**src/rtl/fetch_unit.sv**
```systemverilog
// fetch_unit: instruction-fetch stage. Owns the PC, drives the instruction
// memory address and captures the returned word into the IF/ID register.
// Handles the BOOT start-up cycle, stalls, flushes and redirects, and keeps
// a counter of valid instructions delivered to decode.
module fetch_unit #(
    parameter logic [31:0] RESET_PC   = 32'h0000_0000,
    parameter int unsigned IMEM_WORDS = 1024,
    parameter logic [31:0] NOP_INST   = 32'h0000_0013
) (
    input  logic        clk_i,
    input  logic        rst_i,
    input  logic        stall_i,
    input  logic        flush_i,
    input  logic        redirect_valid_i,
    input  logic [31:0] redirect_pc_i,
    output logic [31:0] imem_addr_o,
    input  logic [31:0] imem_inst_i,
    output logic        if_id_valid_o,
    output logic [31:0] if_id_pc_o,
    output logic [31:0] if_id_pc4_o,
    output logic [31:0] if_id_inst_o,
    output logic        misalign_o,
    output logic        range_err_o,
    output logic [31:0] fetch_count_o
);

    typedef enum logic {BOOT, RUN} state_e;

    // One IF/ID pipeline entry as consumed by decode.
    typedef struct packed {
        logic        valid;
        logic [31:0] pc;
        logic [31:0] pc4;
        logic [31:0] inst;
    } if_id_t;

    state_e      state_q, state_d;
    logic [31:0] pc_q, pc_d;
    if_id_t      if_id_q, if_id_d;
    logic        misalign_q, misalign_d;
    logic [31:0] fetch_cnt_q, fetch_cnt_d;

    logic [31:0] pc_plus4;
    if_id_t      bubble;
    if_id_t      fetched;

    assign pc_plus4 = pc_q + 32'd4;

    // Bubble still records the PC it replaced so debug/trace sees where it sat.
    assign bubble  = '{valid: 1'b0, pc: pc_q, pc4: pc_plus4, inst: NOP_INST};
    assign fetched = '{valid: 1'b1, pc: pc_q, pc4: pc_plus4, inst: imem_inst_i};

    // Next-state logic: FSM, next PC, IF/ID load, misalign pulse, fetch count.
    always_comb begin
        state_d     = state_q;
        pc_d        = pc_q;
        if_id_d     = if_id_q;
        misalign_d  = 1'b0;
        fetch_cnt_d = fetch_cnt_q;

        unique case (state_q)
            BOOT: begin
                // Hold PC so the first fetch is presented for a full cycle.
                state_d = RUN;
                if_id_d = bubble;
            end
            RUN: begin
                // Next PC: redirect beats stall beats sequential advance.
                if (redirect_valid_i) begin
                    pc_d       = redirect_pc_i & ~32'h3;
                    misalign_d = |redirect_pc_i[1:0];
                end else if (!stall_i) begin
                    pc_d = pc_plus4;
                end

                // IF/ID: a kill beats a stall beats a normal load.
                if (redirect_valid_i || flush_i) begin
                    if_id_d = bubble;
                end else if (!stall_i) begin
                    if_id_d     = fetched;
                    fetch_cnt_d = fetch_cnt_q + 32'd1;
                end
            end
            default: state_d = BOOT;
        endcase
    end

    // State registers with synchronous reset.
    always_ff @(posedge clk_i) begin
        if (rst_i) begin
            state_q     <= BOOT;
            pc_q        <= RESET_PC;
            if_id_q     <= '{valid: 1'b0, pc: 32'd0, pc4: 32'd4, inst: NOP_INST};
            misalign_q  <= 1'b0;
            fetch_cnt_q <= 32'd0;
        end else begin
            state_q     <= state_d;
            pc_q        <= pc_d;
            if_id_q     <= if_id_d;
            misalign_q  <= misalign_d;
            fetch_cnt_q <= fetch_cnt_d;
        end
    end

    assign imem_addr_o   = pc_q;
    assign if_id_valid_o = if_id_q.valid;
    assign if_id_pc_o    = if_id_q.pc;
    assign if_id_pc4_o   = if_id_q.pc4;
    assign if_id_inst_o  = if_id_q.inst;
    assign misalign_o    = misalign_q;
    assign fetch_count_o = fetch_cnt_q;

    // Word index compared at full width so large PCs never alias.
    assign range_err_o = ({2'b00, pc_q[31:2]} >= 32'(IMEM_WORDS));

endmodule

```
**config.mk**
```make
export PLATFORM = sky130hd
export DESIGN_NAME = fetch_unit
export DESIGN_NICKNAME = d
export VERILOG_FILES = /design/src/rtl/fetch_unit.sv
export SDC_FILE = /design/constraint.sdc
export NUM_CORES = 1
export LEC_CHECK = 0
export CORE_MARGIN = 4
export CORE_UTILIZATION = 50
export DETAILED_ROUTE_END_ITERATION = 8
export PLACE_DENSITY_LB_ADDON = 0.3
export SKIP_LAST_GASP = 1
export SYNTH_ARGS = -nofsm -noshare
export SYNTH_HDL_FRONTEND = slang
export SYNTH_SLANG_ARGS = --single-unit
```
**constraint.sdc**
```tcl
create_clock -name clk_i -period 3.5 [get_ports clk_i]
set_input_delay 0.525 -clock clk_i [delete_from_list [all_inputs] [get_ports clk_i]]
set_output_delay 0.525 -clock clk_i [all_outputs]
set_load 0.02 [all_outputs]
```
### Yosys cells after proc, flatten, opt, wreduce, memory -nomap -nowiden

Index checks and enable logic that the tools add are counted.

* bits of input ports: 69
* register bits: 163

* muxes and demuxes: 6
* $add $sub $neg: 2
* bitwise logic cells: 4
* eq/ne operators: 2
* reduce and logical (&&, ||, !) cells: 5
* magnitude comparators: 1

Operators by type and width (count)
* 97-bit two-way mux: 2
* 97-bit case mux with 2 select lines: 1
* 32-bit two-way mux: 2
* 32-bit by 1-bit adder with 32-bit output, second input constant: 1
* 32-bit by 3-bit adder with 32-bit output, second input constant: 1
* 30-bit by 11-bit greater-or-equal comparator with 1-bit output, second input constant: 1
* 1-bit inverter: 4
* 3-bit by 2-bit != test with 1-bit output, second input constant: 1
* 3-bit AND reduction: 1
* 3-bit OR reduction: 1
* 2-bit by 1-bit != test with 1-bit output, second input constant: 1
* 2-bit AND reduction: 1
* 2-bit OR reduction: 1
* 1-bit logical OR: 1
* 1-bit two-way mux: 1

### Depth between registers and ports, before layout

* depth after elaboration: 4
* gate-level depth with buffers: 7

### Worst setup path after synthesis

Ideal clock, no wire load.

* path kind: in2reg
* start: input redirect_valid_i
* end: register fetch_cnt_q[23] (netlist: fetch_count_o[23])
* library setup time: 0.128 ns
* stages on the path: 7
* arrival time: 2.069 ns
* data required time: 3.372 ns
* path slack: 1.303 ns
* cells stage by stage: or3b_4 -> or4b_1 -> buf_2 -> buf_6 -> nor4_2 -> xnor2_1 -> nor2_1

* cells in the longest elaborated chain, start to end: 3

Ends and longest elaborated chain
* start, declared: RTL line 14 `input logic redirect_valid_i,`
* 1-bit logical OR: RTL line 77 `if (redirect_valid_i || flush_i) begin`
* 1-bit inverter (no line)
* 3-bit AND reduction (no line)
* end signal, assigned: RTL line 101 `fetch_cnt_q <= fetch_cnt_d;`
* end, declared: RTL line 41 `logic [31:0] fetch_cnt_q, fetch_cnt_d;`

Every way passes these cells.
A chain may end at the register's enable or synchronous reset.

### Worst setup path after layout

* start: register pc_q[17] (netlist: imem_addr_o[17])
* end: output range_err_o

* cells in the longest elaborated chain, start to end: 1

Ends and longest elaborated chain
* start, declared: RTL line 38 `logic [31:0] pc_q, pc_d;`
* start signal, assigned: RTL line 98 `pc_q <= pc_d;`
* 30-bit by 11-bit greater-or-equal comparator with 1-bit output: RTL line 114 `assign range_err_o = ({2'b00, pc_q[31:2]} >= 32'(IMEM_WORDS));`
* end, declared: RTL line 23 `output logic range_err_o,`

Every way passes these cells.

==> summary.txt <==
Non-Filler Instances = 1253
vias after detailed routing = 6932
Routed WL per cell = 17.1 um
worst slack at placement = 737 ps
Period minus WS final = 2550 ps
Setup crit end kind = output pin
delay of the slowest cell on the worst path = 610 ps
number of hold buffers added after CTS = 0
largest net degree at the start of global routing = 67
Unique masters post-synth = 53
headroom to the max-slew limit = 0.451
post-detailed-placement half-perimeter wirelength = 15200 um
Worst path top cell family by delay = flip-flops
total count of hold-check failures in the final report = 0
post-detailed-route via-to-cell ratio = 5.53
synthesis-stage register bit count = 157
Warnings, synthesis = 0
number of global-route vias before repair = 6505
required time reported for the critical path endpoint = 2970 ps
count of fill cells added during filler insertion = 1149
Max Cap Viol = 0
post-route clock period utilization = 0.728
final cell utilization of the core = 0.702
Crit Path Class = flip-flop to output pin
primary flip-flop cell chosen by synthesis mapping = sky130_fd_sc_hd__dfxtp_1
final weighted congestion in routability-driven placement = 0.907
Core Footprint = 14600 um2
H-Tree Level Count = 4
cell chosen for the clock root = sky130_fd_sc_hd__clkbuf_16
placement row count = 44
slew of the pin with the lowest slew margin = 823 ps
number of buffers added by the clock tree synthesis step = 17
critical path arrival = 2020 ps
synthesized area per cell = 8.33 um2
Antenna Cells = 0
total setup violations reported at the end of the flow = 0
clock latency on the worst-skew pair = 420 ps
number of slew-limit violations in the final report = 0
Achievable Freq = 393 MHz
Worst Hold Path Cells = 2
number of cells on the worst reg-to-reg path = 5
unrepaired setup endpoints after global routing = false
WL final = 21400 um
initial antenna violation count = 0
proportion of synthesized chip area in sequential cells = 0.420
instance count after placement with tap cells included = 1221
flip-flop and latch area = 3140 um2
die span in x = 130 um
Power Density = 437 nW/um2
Final TNS setup = 0 ps
Post-DRT Antenna Nets = 0
first-pass GRT wire length = 33700 um
placed cell area = 9580 um2
crit path launch type = flip-flop
number of nets in the layout = 1128
Final WS setup = 954 ps
most frequent cells in the layout = 222 x sky130_fd_sc_hd__clkdlybuf4s50_1, 157 x sky130_fd_sc_hd__dfxtp_1, 111 x sky130_fd_sc_hd__nand2_1
clock tree from TritonCTS = yes
share of async-settable or async-resettable flops after synthesis = 0
number of synthesized flops with an enable pin = 0
number of clock sinks = 157
peak ir drop on the vdd network = 0.290 mV
status = finished clean
post-cts gate resize count = 0
cells along the critical path = nor4_1 > and3_1 > nand3_1 > clkdlybuf4s50_1
type of the most critical hold path = flip-flop to flip-flop
overall track demand over capacity in global routing = 0.249
Post CTS Setup Buffer Count = 0
number of port buffers = 225
Static Leakage = 3.62 nW
clock skew = 7.02 ps
Chip Height = 130 um
Initial Utilization = 0.513
maximum fanout along the worst path = 11
total non-filler cell area in the finished layout = 10200 um2
initial drt markers = 530
area of the die = 17000 um2
maximum buffer depth of the clock tree = 2
mapped cell area = 7480 um2
slowest CP cell = sky130_fd_sc_hd__dfxtp_1
most frequent standard cell in the layout excluding fill and tap cells = sky130_fd_sc_hd__clkdlybuf4s50_1
CP bufs+invs = 1
Cells after Synth = 898
DRC Markers = 0
combined area of the multi-input logic cells = 3710 um2
stages on the worst setup path = 4
fraction of layout cells with a size suffix above 1 = 0.0748
signed area change from the synthesized netlist to the final layout = 36.8%
Top-Level Pins = 232
GRT overflow = 0
clock input transition at the sequential cells of the worst setup and hold paths = 60 ps
number of optimization iterations in the first detailed-route pass = 5
cells by family after synthesis:
| logic type | share of synthesized area |
|---|---|
| buffers and inverters | 0.0876 |
| adders and majority gates | 0.00502 |
| DFF | 0.420 |
| AOI/OAI and AO/OA | 0.129 |
| xor gates and xnor gates | 0.0632 |
| muxes | 0.0535 |
| other | 0.000501 |
| and+or+nand+nor | 0.241 |
routing by layer:
metal / share of wire / vias up / GRT usage
met4: 0.026 / 0 / 0.0998
met2: 0.47 / 257 / 0.396
met5: 0 / - / 0
met3: 0.082 / 34 / 0.0712
li1: - / 3410 / -
met1: 0.42 / 3231 / 0.321
area by class of cell:
class / instances / share of cell area
repair buffers: 248 / 0.238
clock inverters: 13 / 0.0208
flip-flops and latches: 157 / 0.307
multi-input cells: 616 / 0.362
clock buffers: 19 / 0.0433
inverters: 16 / 0.00587
well taps: 184 / 0.0225
stage by stage:
step,power (W),hold WS [ps]
global placement,0.00246,433
global route,0.00463,472
detailed placement,0.00247,444
finish,0.00447,449
CTS,0.00450,452
floorplan,0.00225,506
tightest hold or removal path: stages, from the launching register on:
cell and delay (ps):
sky130_fd_sc_hd__dfxtp_1 310, sky130_fd_sc_hd__nand2_1 50, sky130_fd_sc_hd__a21oi_1 50
power breakdown:
part / total [W] / switching, W / internal, W
Clock: 0.00204 / 0.000749 / 0.00129
Sequential: 0.00191 / 0.0000686 / 0.00184
Combinational: 0.000522 / 0.000271 / 0.000251
Total: 0.00447 / 0.00109 / 0.00338
cells in the mapped netlist, drive strengths merged, types with 2 or more instances:
cell / instances / area share
nor3: 20 / 0.016
clkbuf: 54 / 0.027
nor2: 92 / 0.046
buf: 60 / 0.053
a31oi: 12 / 0.010
a31o: 2 / 0.0023
a22o: 4 / 0.0047
inv: 16 / 0.0080
a211oi: 13 / 0.013
o31ai: 5 / 0.0050
nand4: 22 / 0.023
a32oi: 2 / 0.0023
nor2b: 4 / 0.0033
o21ai: 36 / 0.024
or3: 10 / 0.0084
mux2i: 40 / 0.054
a221oi: 2 / 0.0023
ha: 3 / 0.0050
and4: 10 / 0.012
a22oi: 9 / 0.0090
dfxtp: 157 / 0.42
a21o: 2 / 0.0020
xor2: 18 / 0.021
and3: 7 / 0.0059
xnor2: 36 / 0.042
nand3: 32 / 0.021
o211ai: 2 / 0.0020
a311oi: 2 / 0.0023
o311ai: 2 / 0.0023
and2: 2 / 0.0017
nand2: 112 / 0.056
o41ai: 2 / 0.0023
nor4: 28 / 0.032
or4: 8 / 0.0090
a21oi: 64 / 0.043
path summary, 6_finish.rpt:
| check | startpoint | end | slack (ps) |
|---|---|---|---|
| setup / recovery | imem_addr_o[17] | range_err_o | 950 |
| hold / removal | if_id_pc_o[25] | if_id_pc_o[25] | 450 |
| setup reg to reg | state_q | fetch_count_o[17] | 1060 |
| hold reg to reg | if_id_pc_o[25] | if_id_pc_o[25] | 450 |
state kept, by name, indices dropped and copies added (netlist names):
signal         count
state_q            1
if_id_valid_o      1
fetch_count_o     32
if_id_inst_o      32
if_id_pc_o        30
if_id_pc4_o       30
imem_addr_o       30
misalign_o         1
(Power assumes the default switching activity.)
